[src/rtl/vid_timing_pkg.sv]
// Shared video timing package: default 640x480@60 timing constants and the
// total-period derivation, reused by sync generation and downstream stages.
package vid_timing_pkg;

    localparam int unsigned CNT_W         = 12;
    localparam int unsigned PC_W          = 4;
    localparam int unsigned CNT_MAX_TOTAL = 4096;

    localparam int unsigned H_ACTIVE_DEF = 640;
    localparam int unsigned H_FP_DEF     = 16;
    localparam int unsigned H_SYNC_DEF   = 96;
    localparam int unsigned H_BP_DEF     = 48;

    localparam int unsigned V_ACTIVE_DEF = 480;
    localparam int unsigned V_FP_DEF     = 10;
    localparam int unsigned V_SYNC_DEF   = 2;
    localparam int unsigned V_BP_DEF     = 33;

    // Total period of one axis (pixels per line or lines per frame).
    function automatic int unsigned axis_total(input int unsigned active,
                                               input int unsigned fp,
                                               input int unsigned sync,
                                               input int unsigned bp);
        return active + fp + sync + bp;
    endfunction

endpackage

[src/rtl/vid_sync_axis.sv]
// One raster axis: wrapping position counter plus registered active/sync
// window flags decoded from the next-state count so they never lag the count.
module vid_sync_axis
    import vid_timing_pkg::*;
#(
    parameter int unsigned TOTAL      = 800,
    parameter int unsigned ACTIVE     = 640,
    parameter int unsigned SYNC_START = 656,
    parameter int unsigned SYNC_END   = 752,
    parameter bit          POL        = 1'b0
) (
    input  logic             clk,
    input  logic             rst_n,
    input  logic             adv_i,
    input  logic             restart_i,
    output logic [CNT_W-1:0] cnt_o,
    output logic             de_o,
    output logic             sync_o
);

    localparam int unsigned      LAST_I = TOTAL - 1;
    localparam logic [CNT_W-1:0] LAST   = LAST_I[CNT_W-1:0];
    localparam logic [CNT_W:0]   ACT_L  = ACTIVE[CNT_W:0];
    localparam logic [CNT_W:0]   SS_L   = SYNC_START[CNT_W:0];
    localparam logic [CNT_W:0]   SE_L   = SYNC_END[CNT_W:0];

    logic [CNT_W-1:0] cnt_q, cnt_d;
    logic             de_q, de_d;
    logic             sync_q, sync_d;

    // Next count (restart parks on the last position) and its window decode.
    always_comb begin
        cnt_d = cnt_q;
        if (restart_i)
            cnt_d = LAST;
        else if (adv_i)
            cnt_d = (cnt_q == LAST) ? '0 : cnt_q + 1'b1;
        de_d   = ({1'b0, cnt_d} < ACT_L);
        sync_d = (({1'b0, cnt_d} >= SS_L) && ({1'b0, cnt_d} < SE_L)) ? POL : ~POL;
    end

    // Count and flags update together, so there is no skew between them.
    always_ff @(posedge clk or negedge rst_n) begin
        if (!rst_n) begin
            cnt_q  <= LAST;
            de_q   <= 1'b0;
            sync_q <= ~POL;
        end else begin
            cnt_q  <= cnt_d;
            de_q   <= de_d;
            sync_q <= sync_d;
        end
    end

    assign cnt_o  = cnt_q;
    assign de_o   = de_q;
    assign sync_o = sync_q;

endmodule

[src/rtl/vid_sync_gen.sv]
// Video sync generator: pixel-phase divider driving horizontal and vertical
// raster axes. Define VID_SYNC_GEN_FRAME_CNT_EN to build the frame_start pulse
// and 16-bit frame counter; otherwise both outputs are constant 0.
module vid_sync_gen
    import vid_timing_pkg::*;
#(
    parameter int unsigned PIX_DIV  = 4,
    parameter int unsigned H_ACTIVE = H_ACTIVE_DEF,
    parameter int unsigned H_FP     = H_FP_DEF,
    parameter int unsigned H_SYNC   = H_SYNC_DEF,
    parameter int unsigned H_BP     = H_BP_DEF,
    parameter int unsigned V_ACTIVE = V_ACTIVE_DEF,
    parameter int unsigned V_FP     = V_FP_DEF,
    parameter int unsigned V_SYNC   = V_SYNC_DEF,
    parameter int unsigned V_BP     = V_BP_DEF,
    parameter bit          HS_POL   = 1'b0,
    parameter bit          VS_POL   = 1'b0
) (
    input  logic             clk,
    input  logic             rst_n,
    input  logic             restart,
    output logic [PC_W-1:0]  pc_ena,
    output logic             hde,
    output logic             vde,
    output logic             hs,
    output logic             vs,
    output logic [CNT_W-1:0] raster_x,
    output logic [CNT_W-1:0] raster_y,
    output logic             frame_start,
    output logic [15:0]      frame_cnt
);

    localparam int unsigned H_TOTAL = axis_total(H_ACTIVE, H_FP, H_SYNC, H_BP);
    localparam int unsigned V_TOTAL = axis_total(V_ACTIVE, V_FP, V_SYNC, V_BP);

    if (H_TOTAL > CNT_MAX_TOTAL || V_TOTAL > CNT_MAX_TOTAL) begin : g_bad_total
        $error("vid_sync_gen: H_TOTAL/V_TOTAL exceed 12-bit counter range");
    end
    if (PIX_DIV < 1 || PIX_DIV > 16) begin : g_bad_div
        $error("vid_sync_gen: PIX_DIV must be 1..16");
    end

    localparam int unsigned      PC_MAX_I = PIX_DIV - 1;
    localparam logic [PC_W-1:0]  PC_MAX   = PC_MAX_I[PC_W-1:0];
    localparam int unsigned      H_LAST_I = H_TOTAL - 1;
    localparam logic [CNT_W-1:0] H_LAST   = H_LAST_I[CNT_W-1:0];

    logic [PC_W-1:0] pc_q, pc_d;
    logic            tick;
    logic            x_last;

    // Restart wins over a coinciding tick; it also suppresses the advance.
    assign tick   = (pc_q == PC_MAX) && !restart;
    assign x_last = (raster_x == H_LAST);

    // Pixel phase: wraps on the tick, parks on the last phase during restart.
    always_comb begin
        pc_d = pc_q + 1'b1;
        if (restart)
            pc_d = PC_MAX;
        else if (tick)
            pc_d = '0;
    end

    // Pixel phase register; reset parks it so the first clk is a tick.
    always_ff @(posedge clk or negedge rst_n) begin
        if (!rst_n) pc_q <= PC_MAX;
        else        pc_q <= pc_d;
    end

    assign pc_ena = pc_q;

    vid_sync_axis #(
        .TOTAL(H_TOTAL), .ACTIVE(H_ACTIVE),
        .SYNC_START(H_ACTIVE + H_FP), .SYNC_END(H_ACTIVE + H_FP + H_SYNC),
        .POL(HS_POL)
    ) u_haxis (
        .clk(clk), .rst_n(rst_n), .adv_i(tick), .restart_i(restart),
        .cnt_o(raster_x), .de_o(hde), .sync_o(hs)
    );

    vid_sync_axis #(
        .TOTAL(V_TOTAL), .ACTIVE(V_ACTIVE),
        .SYNC_START(V_ACTIVE + V_FP), .SYNC_END(V_ACTIVE + V_FP + V_SYNC),
        .POL(VS_POL)
    ) u_vaxis (
        .clk(clk), .rst_n(rst_n), .adv_i(tick && x_last), .restart_i(restart),
        .cnt_o(raster_y), .de_o(vde), .sync_o(vs)
    );

`ifdef VID_SYNC_GEN_FRAME_CNT_EN
    localparam int unsigned      V_LAST_I = V_TOTAL - 1;
    localparam logic [CNT_W-1:0] V_LAST   = V_LAST_I[CNT_W-1:0];

    logic        frame_start_q, frame_start_d;
    logic [15:0] frame_cnt_q, frame_cnt_d;

    // Entering (0,0) is the tick that wraps both axes.
    always_comb begin
        frame_start_d = tick && x_last && (raster_y == V_LAST);
        frame_cnt_d   = frame_start_d ? frame_cnt_q + 16'd1 : frame_cnt_q;
    end

    // Pulse and counter register alongside the raster state.
    always_ff @(posedge clk or negedge rst_n) begin
        if (!rst_n) begin
            frame_start_q <= 1'b0;
            frame_cnt_q   <= '0;
        end else begin
            frame_start_q <= frame_start_d;
            frame_cnt_q   <= frame_cnt_d;
        end
    end

    assign frame_start = frame_start_q;
    assign frame_cnt   = frame_cnt_q;
`else
    assign frame_start = 1'b0;
    assign frame_cnt   = '0;
`endif

endmodule

[config.mk]
export PLATFORM = sky130hd
export DESIGN_NAME = vid_sync_gen
export DESIGN_NICKNAME = d
export VERILOG_FILES = /design/src/rtl/vid_timing_pkg.sv /design/src/rtl/vid_sync_axis.sv /design/src/rtl/vid_sync_gen.sv
export SDC_FILE = /design/constraint.sdc
export NUM_CORES = 1
export LEC_CHECK = 0
export CAP_MARGIN = 20
export CORE_MARGIN = 4
export CORE_UTILIZATION = 45
export DETAILED_ROUTE_END_ITERATION = 7
export DONT_BUFFER_PORTS = 1
export GPL_TIMING_DRIVEN = 0
export PLACE_DENSITY = 0.69
export SLEW_MARGIN = 20
export SYNTH_ARGS = -nofsm -noshare
export SYNTH_HDL_FRONTEND = slang
export SYNTH_SLANG_ARGS = --single-unit
[constraint.sdc]
create_clock -name clk -period 2.8 [get_ports clk]
set_input_delay 0.56 -clock clk [delete_from_list [all_inputs] [get_ports clk]]
set_output_delay 0.56 -clock clk [all_outputs]
set_load 0.01 [all_outputs]
==> out/qor.yml <==
status:
  outcome: "complete, no violations"
synth:
  synth_edf_count: 0
  synth_cell_types: 51
  ys_top_cells_by_area: "dfrtp_1 23%, dfstp_2 19%, buf_4 6.6%"
  syn_area_um2: 1924
  async_flop_share_pct: 100.0
  yosysTopAreaCellShare_pct: 23.41
  ys_seq_area_share_pct: 42.52
  ys_ff_latch: 32
  synth_warnings: 0
  synth_flop_cell: "dfrtp_1"
  syn_avg_cell_area_um2: 9.818
  postSynthCellCount: 196
  yosysTopAreaCell: "dfrtp_1"
timing:
  whs_ps: 117.2
  finalSetupViolations: 0
  period_needed_ps: 2673
  rsz0062_at_grt: "no"
  period_share_pct: 95.46
  setup_tns_ps: 0
  maxSlewViolCount: 0
  worst_pin_slew_ps: 860.5
  fmax_mhz: 374.1
  hold_violations: 0
  maxSlewHeadroom_pct: 42.44
  worst_clock_skew_ps: 5.034
setup_path:
  r2r_start: "u_haxis.cnt_o[0]$_DFF_PN1_"
  reg2reg_depth: 9
  critPathMaxStageDelay_ps: 620
  crit_path_cell_trace: "ha_4 -> nand4bb_1 -> buf_6 -> or4_4 -> buf_8 -> o41ai_4 -> o31a_1 -> and4b_2 -> nand4_1"
  arrival_ps: 2860
  cp_slowest_cell: "dfstp_2"
  path_class: "reg -> reg"
  crit_path_max_fanout: 7
  r2r-end: "u_vaxis.sync_o$_DFF_PN1_"
  required_ps: 2990
  r2r_setup_slack_ps: 130
  crit_path_start_kind: "flip-flop"
  end_kind: "flip-flop"
power_and_ir_drop:
  powerDensity_nw_per_um2: 705.0
  p_sw_share_pct: 37.93
  p_seq_share_pct: 44.7
  clkPwrFrac_pct: 22.7
  switchingPower_uw: 607.9
  power_frac_comb_pct: 32.5
  p_leak_uw: 0.0009837
  p_int_uw: 994.9
  ir_worst_vdd_mv: 0.3179
placed_design:
  portBuffers: 0
  dpl_cell_area_um2: 2047
  dp.cells: 262
  hpwl_um: 3020
  gp_congestion: 0.8183
worst_hold_path:
  min_path_type: "in -> async"
routing:
  ant_nets: 0
  drt-initial-drc-count: 69
  via_per_inst: 5.509
  num_vias: 1515
  avgRoutedWirePerCell_um: 15.73
  dr.pass1.iters: 4
  drt-total-wl_um: 4325
  drc: 0
grt:
  antenna_found_initial: 0
  grt_pass1_vias: 1396
  grt_max_degree: 19
  grt_use_total_pct: 16.89
  grt_pass1_wl_um: 6982
  overflow: 0
cts:
  clock_latency_ps: 280
  cts_buffers: 5
  cts_buffer_depth: 2
  cts_tree: "done"
  root_buffer: "clkbuf_8"
  clock_sinks: 32
  h-tree-depth: 2
  cts.clk_slew.worst_paths_ps: 70
floorplanning:
  dieWidth_um: 73.40
  ios: 52
  design.core.area_um2: 4058
  rows: 23
  initial_core_util_pct: 47.43
  die_h_um: 73.40
  die_area_um2: 5387
job:
  cap_violations: 0
cells_and_area:
  diodes: 0
  final_cell_area_um2: 2273
  nNetsFinal: 231
  post-route-util_pct: 56.03
  fillers: 360
  fin_cells: 275
  area_delta_synth_final_pct: 18.14
  layout-drive-gt1-share_pct: 27.11
## layout make-up
type                       count  area [um2]  share of cell area [%]
tap                           50       62.56                   2.752
inverter                       7       26.28                   1.156
timing repair buffer           5       40.04                   1.761
multi-input combinational    151        1067                   46.95
clock buffer                   8       90.09                   3.963
buffer                        22       168.9                   7.430
sequential                    32       818.3                   35.99
## routing by layer
metal	GRT usage, %	routed length (um)	vias up	part of all wire, %
met5	0	0	-	0
li1	-	-	744	-
met3	5.882	252	6	5.8
met1	20.75	1892	726	44
met2	27.21	2116	39	49
met4	6.439	63	0	1.5
## timing repair
| item | in CTS | in global routing |
|---|---|---|
| setup buffers | 0 | 4 |
| cloned | 0 | 0 |
| hold buffers | 1 | 0 |
| endpoints found under the hold margin | 18 | 0 |
| setup endpoints to repair | 2 | 3 |
| pin swaps | 1 | 6 |
| resized for setup | 4 | 13 |
## cells in the mapped netlist (3+ instances only)
library cell,number
dfstp_2,14
o21ai_0,4
nand2_1,15
buf_4,17
nand4_1,7
nor4_1,4
o31ai_1,3
or4_1,5
nor2_1,13
xor2_1,7
a21o_1,4
dfrtp_1,18
nand3_1,6
xnor2_1,7
ha_1,4
nor3_1,7
inv_1,6
a211oi_1,4
or3_1,4
a21oi_1,6
## placed cells by master, fill, tap and decap left out, types with 3 or more instances in the layout
| cell | netlist | final |
|---|---|---|
| a211oi_1 | 4 | 4 |
| a21o_1 | 4 | 4 |
| a21oi_1 | 6 | 6 |
| buf_4 | 17 | 21 |
| clkbuf_1 | 1 | 3 |
| clkbuf_8 | 0 | 6 |
| conb_1 | 1 | 17 |
| dfrtp_1 | 18 | 18 |
| dfstp_2 | 14 | 14 |
| inv_1 | 6 | 6 |
| nand2_1 | 15 | 15 |
| nand3_1 | 6 | 6 |
| nand4_1 | 7 | 7 |
| nor2_1 | 13 | 13 |
| nor3_1 | 7 | 7 |
| nor4_4 | 1 | 3 |
| o21ai_0 | 4 | 4 |
| or3_1 | 4 | 4 |
| or4_1 | 5 | 4 |
| xnor2_1 | 7 | 7 |
| xor2_1 | 7 | 7 |
## worst max-delay path by stage
stage | cells after the start | slack [ps] | to | start
detailed placement | 9 | -120 | u_vaxis.sync_o$_DFF_PN1_ | pc_ena[0]$_DFF_PN1_
global placement | 9 | -150 | u_vaxis.sync_o$_DFF_PN1_ | pc_ena[0]$_DFF_PN1_
floorplan | 7 | 220 | u_haxis.sync_o$_DFF_PN1_ | pc_ena[0]$_DFF_PN1_
finish | 9 | 130 | u_vaxis.sync_o$_DFF_PN1_ | u_haxis.cnt_o[0]$_DFF_PN1_
global route | 9 | 10 | u_vaxis.sync_o$_DFF_PN1_ | u_haxis.cnt_o[0]$_DFF_PN1_
CTS | 8 | 6 | u_vaxis.sync_o$_DFF_PN1_ | pc_ena[0]$_DFF_PN1_
## logic make-up after synthesis
| kind of cell | count (synthesis) | share of synthesized area, % |
|---|---|---|
| buffers and inverters | 29 | 9.492 |
| XOR/XNOR | 14 | 6.372 |
| AND/OR/NAND/NOR | 80 | 25.75 |
| other | 1 | 0.1949 |
| flip-flops | 32 | 42.52 |
| adder cells (fa/ha/maj) | 4 | 2.601 |
| AO/OA/AOI/OAI | 36 | 13.07 |
## flip-flops by register name, indices dropped and copies added, names as in the netlist
name / cells
u_haxis.sync_o: 1
u_haxis.cnt_o: 12
u_vaxis.cnt_o: 12
u_haxis.de_o: 1
u_vaxis.de_o: 1
pc_ena: 4
u_vaxis.sync_o: 1
## metrics by stage
step / total power (uW) / setup slack (ps)
global route: 1706 / 13.15
global placement: 1146 / -148.2
CTS: 1541 / 6.138
floorplan: 1052 / 222.3
finish: 1603 / 127.1
detailed placement: 1154 / -121.1
## power groups by stage
stage          Sequential, uW  Combinational (uW)  Clock [uW]
5_1_grt                   731                 576         399
6_report                  717                 521         365
3_5_place_dp              719                 436           0
3_3_place_gp              717                 429           0
2_1_floorplan             686                 366           0
4_1_cts                   711                 458         372
## critical path, delay by kind of cell, from the launching register on
kind,cells,cell delay [ps]
AND/OR/NAND/NOR,4,990
adder cells (fa/ha/maj),1,150
flip-flops,1,620
buffers and inverters,2,300
AO/OA/AOI/OAI,2,520
Note: power is estimated with default switching activity, not from simulation.
